$ cat config.mk
export PLATFORM = sky130hd
export DESIGN_NAME = router_pkt_gen_flat
export DESIGN_NICKNAME = d
export VERILOG_FILES = /design/src/rtl/router_pkt_gen_if.sv /design/src/rtl/router_pkt_gen.sv /design/src/flat_wrapper.sv
export SDC_FILE = /design/constraint.sdc
export NUM_CORES = 1
export LEC_CHECK = 0
export CORE_MARGIN = 4
export CORE_UTILIZATION = 61
export DETAILED_ROUTE_END_ITERATION = 8
export GPL_ROUTABILITY_DRIVEN = 0
export GPL_TIMING_DRIVEN = 1
export PLACE_DENSITY = 0.78
export SETUP_SLACK_MARGIN = 0.1
export SLEW_MARGIN = 20
export SYNTH_ARGS = -nofsm -noshare
export SYNTH_HDL_FRONTEND = slang
export SYNTH_SLANG_ARGS = --single-unit
$ cat constraint.sdc
create_clock -name clock -period 5.9 [get_ports clock]
set_clock_uncertainty 0.05 [all_clocks]
set_input_delay 0.59 -clock clock [delete_from_list [all_inputs] [get_ports clock]]
set_output_delay 0.59 -clock clock [all_outputs]
set_load 0.05 [all_outputs]
$ cat src/rtl/router_pkt_gen_if.sv
// Router input-port bus: the packet byte stream from the generator plus the
// router's back-pressure and parity-error flags travelling the other way.
interface router_pkt_gen_if;
  logic       pkt_valid;
  logic [7:0] data_out;
  logic       busy;
  logic       error;

  // Packet source side (the generator).
  modport master (
    output pkt_valid,
    output data_out,
    input  busy,
    input  error
  );

  // Router side.
  modport slave (
    input  pkt_valid,
    input  data_out,
    output busy,
    output error
  );
endinterface

$ cat src/rtl/router_pkt_gen.sv
// Router packet generator: stages 1..63 payload bytes in a 64x8 RAM, then
// sends header, payload and parity to the router, honouring busy and
// watching the router error flag for ERR_WIN cycles after the parity byte.
module router_pkt_gen #(
  parameter int ERR_WIN = 3
) (
  input  logic             clock,
  input  logic             resetn,
  input  logic             pl_wr,
  input  logic [7:0]       pl_data,
  input  logic [1:0]       dest_addr,
  input  logic             start,
  output logic             tx_busy,
  output logic             done,
  output logic             pkt_err,
  output logic             cmd_err,
  output logic [5:0]       pl_count,
  router_pkt_gen_if.master rtr
);

  localparam int DATA_W = 8;
  localparam int CW     = (ERR_WIN > 1) ? $clog2(ERR_WIN) : 1;

  typedef enum logic [2:0] {
    IDLE,
    HEADER,
    PAYLOAD,
    PARITY,
    CHECK
  } state_t;

  state_t            state;
  logic [DATA_W-1:0] mem [0:63];
  logic [DATA_W-1:0] rd_p0;      // prefetched next payload byte
  logic [DATA_W-1:0] data_p1;    // byte currently presented to the router
  logic              vld_p1;
  logic [DATA_W-1:0] par_q;
  logic [5:0]        len_q;
  logic [5:0]        idx_q;
  logic [5:0]        fetch_q;
  logic [5:0]        fetch_nxt;
  logic [CW-1:0]     chk_cnt;
  logic              xfer;
  logic              wr_ok;
  logic              start_ok;

  assign xfer     = ~rtr.busy;
  assign wr_ok    = pl_wr && (state == IDLE) && (pl_count != 6'd63);
  assign start_ok = (pl_count != 6'd0) && (dest_addr != 2'd3);

  assign rtr.pkt_valid = vld_p1;
  assign rtr.data_out  = data_p1;

  // Read address for the byte that will be presented after the next
  // transfer; the RAM is read with the next-state address so the byte is
  // already in rd_p0 when the current one transfers (no bubble).
  always_comb begin
    fetch_nxt = fetch_q;
    case (state)
      HEADER:  if (xfer) fetch_nxt = 6'd1;
      PAYLOAD: if (xfer) fetch_nxt = fetch_q + 6'd1;
      default: fetch_nxt = 6'd0;
    endcase
  end

  // Staging RAM: writes only while idle, synchronous prefetch read.
  always_ff @(posedge clock) begin
    if (wr_ok) mem[pl_count] <= pl_data;
    rd_p0 <= mem[fetch_nxt];
  end

  // Transmit FSM with registered bus and status outputs.
  always_ff @(posedge clock or negedge resetn) begin
    if (!resetn) begin
      state    <= IDLE;
      pl_count <= 6'd0;
      len_q    <= 6'd0;
      idx_q    <= 6'd0;
      fetch_q  <= 6'd0;
      par_q    <= '0;
      chk_cnt  <= '0;
      data_p1  <= '0;
      vld_p1   <= 1'b0;
      tx_busy  <= 1'b0;
      done     <= 1'b0;
      pkt_err  <= 1'b0;
      cmd_err  <= 1'b0;
    end else begin
      done    <= 1'b0;
      cmd_err <= 1'b0;
      fetch_q <= fetch_nxt;
      if (wr_ok) pl_count <= pl_count + 6'd1;

      case (state)
        IDLE: begin
          if (start) begin
            if (start_ok) begin
              len_q   <= pl_count;
              data_p1 <= {pl_count, dest_addr};
              vld_p1  <= 1'b1;
              par_q   <= '0;
              pkt_err <= 1'b0;
              tx_busy <= 1'b1;
              state   <= HEADER;
            end else begin
              cmd_err <= 1'b1;
            end
          end
        end

        HEADER: begin
          if (xfer) begin
            par_q   <= par_q ^ data_p1;
            data_p1 <= rd_p0;
            idx_q   <= 6'd0;
            state   <= PAYLOAD;
          end
        end

        PAYLOAD: begin
          if (xfer) begin
            par_q <= par_q ^ data_p1;
            if (idx_q == len_q - 6'd1) begin
              // Last byte leaves: present the final parity with valid low.
              data_p1 <= par_q ^ data_p1;
              vld_p1  <= 1'b0;
              state   <= PARITY;
            end else begin
              data_p1 <= rd_p0;
              idx_q   <= idx_q + 6'd1;
            end
          end
        end

        PARITY: begin
          if (xfer) begin
            data_p1 <= '0;
            chk_cnt <= '0;
            state   <= CHECK;
          end
        end

        CHECK: begin
          if (rtr.error) pkt_err <= 1'b1;
          if (chk_cnt == CW'(ERR_WIN - 1)) begin
            state    <= IDLE;
            done     <= 1'b1;
            tx_busy  <= 1'b0;
            pl_count <= 6'd0;
          end else begin
            chk_cnt <= chk_cnt + 1'b1;
          end
        end

        default: state <= IDLE;
      endcase
    end
  end

endmodule

$ cat src/flat_wrapper.sv
// flat-port wrapper written by rule: the top's interface ports become plain ports
module router_pkt_gen_flat 
#(
  parameter int ERR_WIN = 3
)
  (clock, resetn, pl_wr, pl_data, dest_addr, start, tx_busy, done, pkt_err, cmd_err, pl_count, rtr_pkt_valid, rtr_data_out, rtr_busy, rtr_error);
  router_pkt_gen_if rtr_i ();
  input  logic clock;
  input  logic resetn;
  input  logic pl_wr;
  input  logic [7:0] pl_data;
  input  logic [1:0] dest_addr;
  input  logic start;
  output logic tx_busy;
  output logic done;
  output logic pkt_err;
  output logic cmd_err;
  output logic [5:0] pl_count;
  output wire logic [$bits(rtr_i.pkt_valid)-1:0] rtr_pkt_valid;
  output wire logic [$bits(rtr_i.data_out)-1:0] rtr_data_out;
  input wire logic [$bits(rtr_i.busy)-1:0] rtr_busy;
  input wire logic [$bits(rtr_i.error)-1:0] rtr_error;
  assign rtr_pkt_valid = rtr_i.pkt_valid;
  assign rtr_data_out = rtr_i.data_out;
  assign rtr_i.busy = rtr_busy;
  assign rtr_i.error = rtr_error;
  router_pkt_gen #(.ERR_WIN(ERR_WIN)) u_core (.clock(clock), .resetn(resetn), .pl_wr(pl_wr), .pl_data(pl_data), .dest_addr(dest_addr), .start(start), .tx_busy(tx_busy), .done(done), .pkt_err(pkt_err), .cmd_err(cmd_err), .pl_count(pl_count), .rtr(rtr_i));
endmodule
==> summary by stage <==
Placed design
The wire-length estimate of the detail-placed layout is roughly 38000 um. During placement, the flow inserted port buffers numbering 34. The total instance count after detailed placement is ~2.3k.

Logic synthesis
Yosys mapped a number of flops with a built-in enable equal to a little over 500. The share of the Yosys chip area taken by registers is 70.7%. The most common cell in the synthesized netlist is sky130_fd_sc_hd__edfxtp_1. The per-instance average area after synthesis is around 13 um2. The number of instances in the synthesized netlist is approximately 1.8k. The most area-hungry cell type in the Yosys netlist is sky130_fd_sc_hd__edfxtp_1. By area the synthesized netlist is led by sky130_fd_sc_hd__edfxtp_1 (65%), sky130_fd_sc_hd__dfrtp_1 (5.3%), sky130_fd_sc_hd__nand2_1 (4.2%). The post-synth net total is roughly 1.8k. The mapped netlist covers around 24000 um2. Synthesis inferred 570 register bits. The flip-flop cell with the highest count after synthesis is sky130_fd_sc_hd__edfxtp_1.

By count the netlist is led by sky130_fd_sc_hd__edfxtp_1 (512), sky130_fd_sc_hd__nand2_1 (263), sky130_fd_sc_hd__a21oi_1 (136), sky130_fd_sc_hd__nand3_1 (106), sky130_fd_sc_hd__nor2_1 (100). For this run, asynchronously set or reset flops after synthesis account for between 8 and 9%. After synthesis, the netlist uses 70 different library cells.

The number of warnings printed during yosys synthesis is 0. The share of synthesized area in the top cell type comes to 64.7%.

Layout
The total area of sequential cells is 16800 um2. Relative to the synthesized area, the layout overhead comes to 10.3%. The net count of the finished layout is 1817.

The post-layout instance count excluding filler cells is between 2k and 2.5k. The antenna cell count is 0. The number of fill cells in the layout is 2616. The total area of multi-input combinational cells is roughly 6300 um2. In the final layout, the share of cells above drive strength 1 is under 10%. The final cell utilization of the core is 68.0%.

Drt
The count of vias placed by the detailed router is 16.1k. The wire length after detailed routing is about 65000 um. The number of DRC markers in iteration 0 is 2423.

The wire length per cell is 27.4 um. The number of design rule violations left after detail routing is 0. After detailed routing, the number of vias per cell comes to a little under 7. The post-detailed-route count of antenna-violating nets is 0. The first detailed-routing pass ran for 6 iterations.

STA
The final hold violation count was 0. Setup repair after global routing left no endpoint under its margin. On the final layout, the worst hold slack is between 0.05 and 0.06 ns. The part of the cycle the worst path needs is between 70% and 80%. The timing-limited maximum frequency is 232 MHz.

Setup violations remaining at the end of the flow were counted as 0. The final count of pins violating max slew came to 0. Headroom to the max-slew limit came out at 26.2%. The smallest clock period supported by the final layout is computed as 4.31 ns. Setup total negative slack on the finished layout was measured at 0 ns. The transition time at the pin with the least slew margin is approximately 1.1 ns.

Global route
Entering global routing, the biggest net connects about 100 pins. The first-pass GRT wire length is approximately 97000 um. The via count of the first global-routing pass is roughly 15k. The number of antenna violations at the first check in global routing was 1. For this run the aggregate overflow at the end of global routing stands at 0.

The global-route usage over all layers is a little under a third.

Clock tree
The post-cts resize count is 0. The number of hold buffers added after CTS is 0. The CTS tree is yes. The number of clock buffers inserted by TritonCTS is 55. The clock passes through at most 3 buffers.

The source-to-sink clock delay at the later pin of the worst-skew pair is between 0.6 and 0.7 ns. After clock tree synthesis, the setup repair step added 0 buffers. The clock root buffer is sky130_fd_sc_hd__clkbuf_16. The H-tree was split into 2 levels. After clock tree synthesis, the clock-pin slew on the worst setup and hold paths is around 0.06 ns. The tree built by TritonCTS fans out to 570 sinks.

Worst setup path
The worst setup path is launched from an input port. STA classifies the critical path endpoint as a flop. The required time at the worst-slack endpoint is ~6.4 ns. By startpoint and endpoint, the worst setup path is classified as in2reg. The critical-path maximum fanout is 101. STA puts the critical path data arrival time at 4.76 ns.

Floorplanning
The starting density of the core is between 60% and 70%. During I/O placement, the number of pins put on the boundary was 35. The overall die area is ~42000 um2.

The height of the chip is slightly above 200 um. The region available for standard cell placement spans between 30000 and 40000 um2. In this run the core area contains between 70 and 80 standard-cell rows. The die is slightly above 200 um wide.

Power
For this design the ratio of total power to cell area is ~430 nW/um2. The power consumption is 11.3 mW. The worst-case IR drop observed on VDD is between 0.2 and 0.3 mV. In this run the static leakage power is 8.91 nW.

Run
The number of maximum-capacitance violations is 0.

Outcome
The run finished with clean final reports.

Hold path
The worst hold path belongs to the class in2async.
report_power, final:
part           total, mW  switching [mW]  internal, mW
Clock               3.40            1.46          1.94
Sequential          4.89           0.283          4.61
Combinational       3.00            2.04         0.959
Total               11.3            3.79          7.51
cell families (layout without fill, tap and decap cells):
family          after synthesis  in the layout  share of synthesized area [%]
mux                          64             64                           2.80
simple gates                611            611                           11.8
buf+inv                     149            193                           2.81
fa+ha+maj                     7              7                          0.369
compound gates              374            374                           10.9
flops                       570            570                           70.7
xor+xnor                     18             18                          0.664
final cells by class:
cell class	count	area share, %
Sequential cell	570	64.1
Timing Repair Buffer	67	2.29
Clock inverter	23	0.836
Tap cell	518	2.47
Clock buffer	77	5.73
Multi-Input combinational cell	1074	24.2
Inverter	26	0.401
per-layer routing:
metal | share of wire, % | vias to the layer above | routed length (um) | GRT usage (%)
li1 | - | 6842 | - | -
met3 | 13 | 189 | 8240 | 7.38
met4 | 4.9 | 0 | 3170 | 12.8
met5 | 0 | - | 0 | 0
met1 | 36 | 7875 | 23500 | 42.7
met2 | 46 | 1163 | 29600 | 46.8
critical path, cell delays in order:
cell	delay, ns
sky130_fd_sc_hd__clkdlybuf4s50_1	0.73
sky130_fd_sc_hd__mux2i_1	0.94
sky130_fd_sc_hd__o22a_4	0.53
sky130_fd_sc_hd__buf_12	0.39
sky130_fd_sc_hd__nand2_1	0.11
sky130_fd_sc_hd__a221oi_1	0.27
sky130_fd_sc_hd__a211oi_1	0.15
sky130_fd_sc_hd__or4_1	0.58
sky130_fd_sc_hd__nor4_1	0.30
state kept, by name (all words and copies together) (netlist names):
| name | cells |
|---|---|
| u_core.tx_busy | 1 |
| u_core.done | 1 |
| u_core.rd_p0 | 8 |
| u_core.mem | 512 |
| u_core.rtr.pkt_valid | 1 |
| u_core.rtr.data_out | 8 |
| u_core.fetch_q | 6 |
| u_core.state | 3 |
| u_core.pl_count | 6 |
| u_core.par_q | 8 |
| u_core.chk_cnt | 2 |
| u_core.idx_q | 6 |
| u_core.pkt_err | 1 |
| u_core.len_q | 6 |
| u_core.cmd_err | 1 |
path summary, 6_finish.rpt:
path / end / depth (start not counted) / startpoint / slack [ns]
min in group clock: u_core.rtr.pkt_valid$_DFFE_PN0P_ / 2 / u_core.rtr.pkt_valid$_DFFE_PN0P_ / 0.45
worst max-delay path: u_core.rd_p0[0]$_DFF_P_ / 9 / rtr_busy / 1.59
worst min register to register: u_core.rtr.pkt_valid$_DFFE_PN0P_ / 2 / u_core.rtr.pkt_valid$_DFFE_PN0P_ / 0.45
worst min-delay path: u_core.tx_busy$_DFFE_PN0P_ / 2 / resetn / 0.05
max in group asynchronous: u_core.state[2]$_DFFE_PN0P_ / 2 / resetn / 5.28
worst max register to register: u_core.rd_p0[0]$_DFF_P_ / 9 / u_core.state[1]$_DFFE_PN0P_ / 1.65
metrics by stage:
stage	cell area (um2)	setup slack [ns]
after floorplan	23800	3.02
after global placement	24500	1.31
after detailed placement	24500	1.18
after CTS	26200	1.75
after global routing	26200	1.45
final	26200	1.59
placed cells by master, fill, tap and decap left out, types with 12 or more instances in the layout:
cell type / n
sky130_fd_sc_hd__nor2b_1: 22
sky130_fd_sc_hd__a22oi_1: 13
sky130_fd_sc_hd__clkbuf_1: 19
sky130_fd_sc_hd__buf_4: 32
sky130_fd_sc_hd__edfxtp_1: 512
sky130_fd_sc_hd__a31oi_1: 19
sky130_fd_sc_hd__nor2_1: 100
sky130_fd_sc_hd__inv_1: 22
sky130_fd_sc_hd__nand2_1: 263
sky130_fd_sc_hd__a21oi_1: 136
sky130_fd_sc_hd__and3_1: 29
sky130_fd_sc_hd__nor3_1: 23
sky130_fd_sc_hd__clkbuf_16: 56
sky130_fd_sc_hd__a311oi_1: 12
sky130_fd_sc_hd__clkdlybuf4s50_1: 25
sky130_fd_sc_hd__dfrtp_1: 49
sky130_fd_sc_hd__xor2_1: 13
sky130_fd_sc_hd__nand2b_1: 14
sky130_fd_sc_hd__mux2i_1: 45
sky130_fd_sc_hd__a221oi_1: 42
sky130_fd_sc_hd__o221ai_1: 12
sky130_fd_sc_hd__nand3_1: 106
sky130_fd_sc_hd__o21ai_0: 27
sky130_fd_sc_hd__a221o_1: 18
sky130_fd_sc_hd__nor4_1: 14
sky130_fd_sc_hd__o211ai_1: 14
sky130_fd_sc_hd__mux2_2: 19
Power figures use the tool's default switching activity.
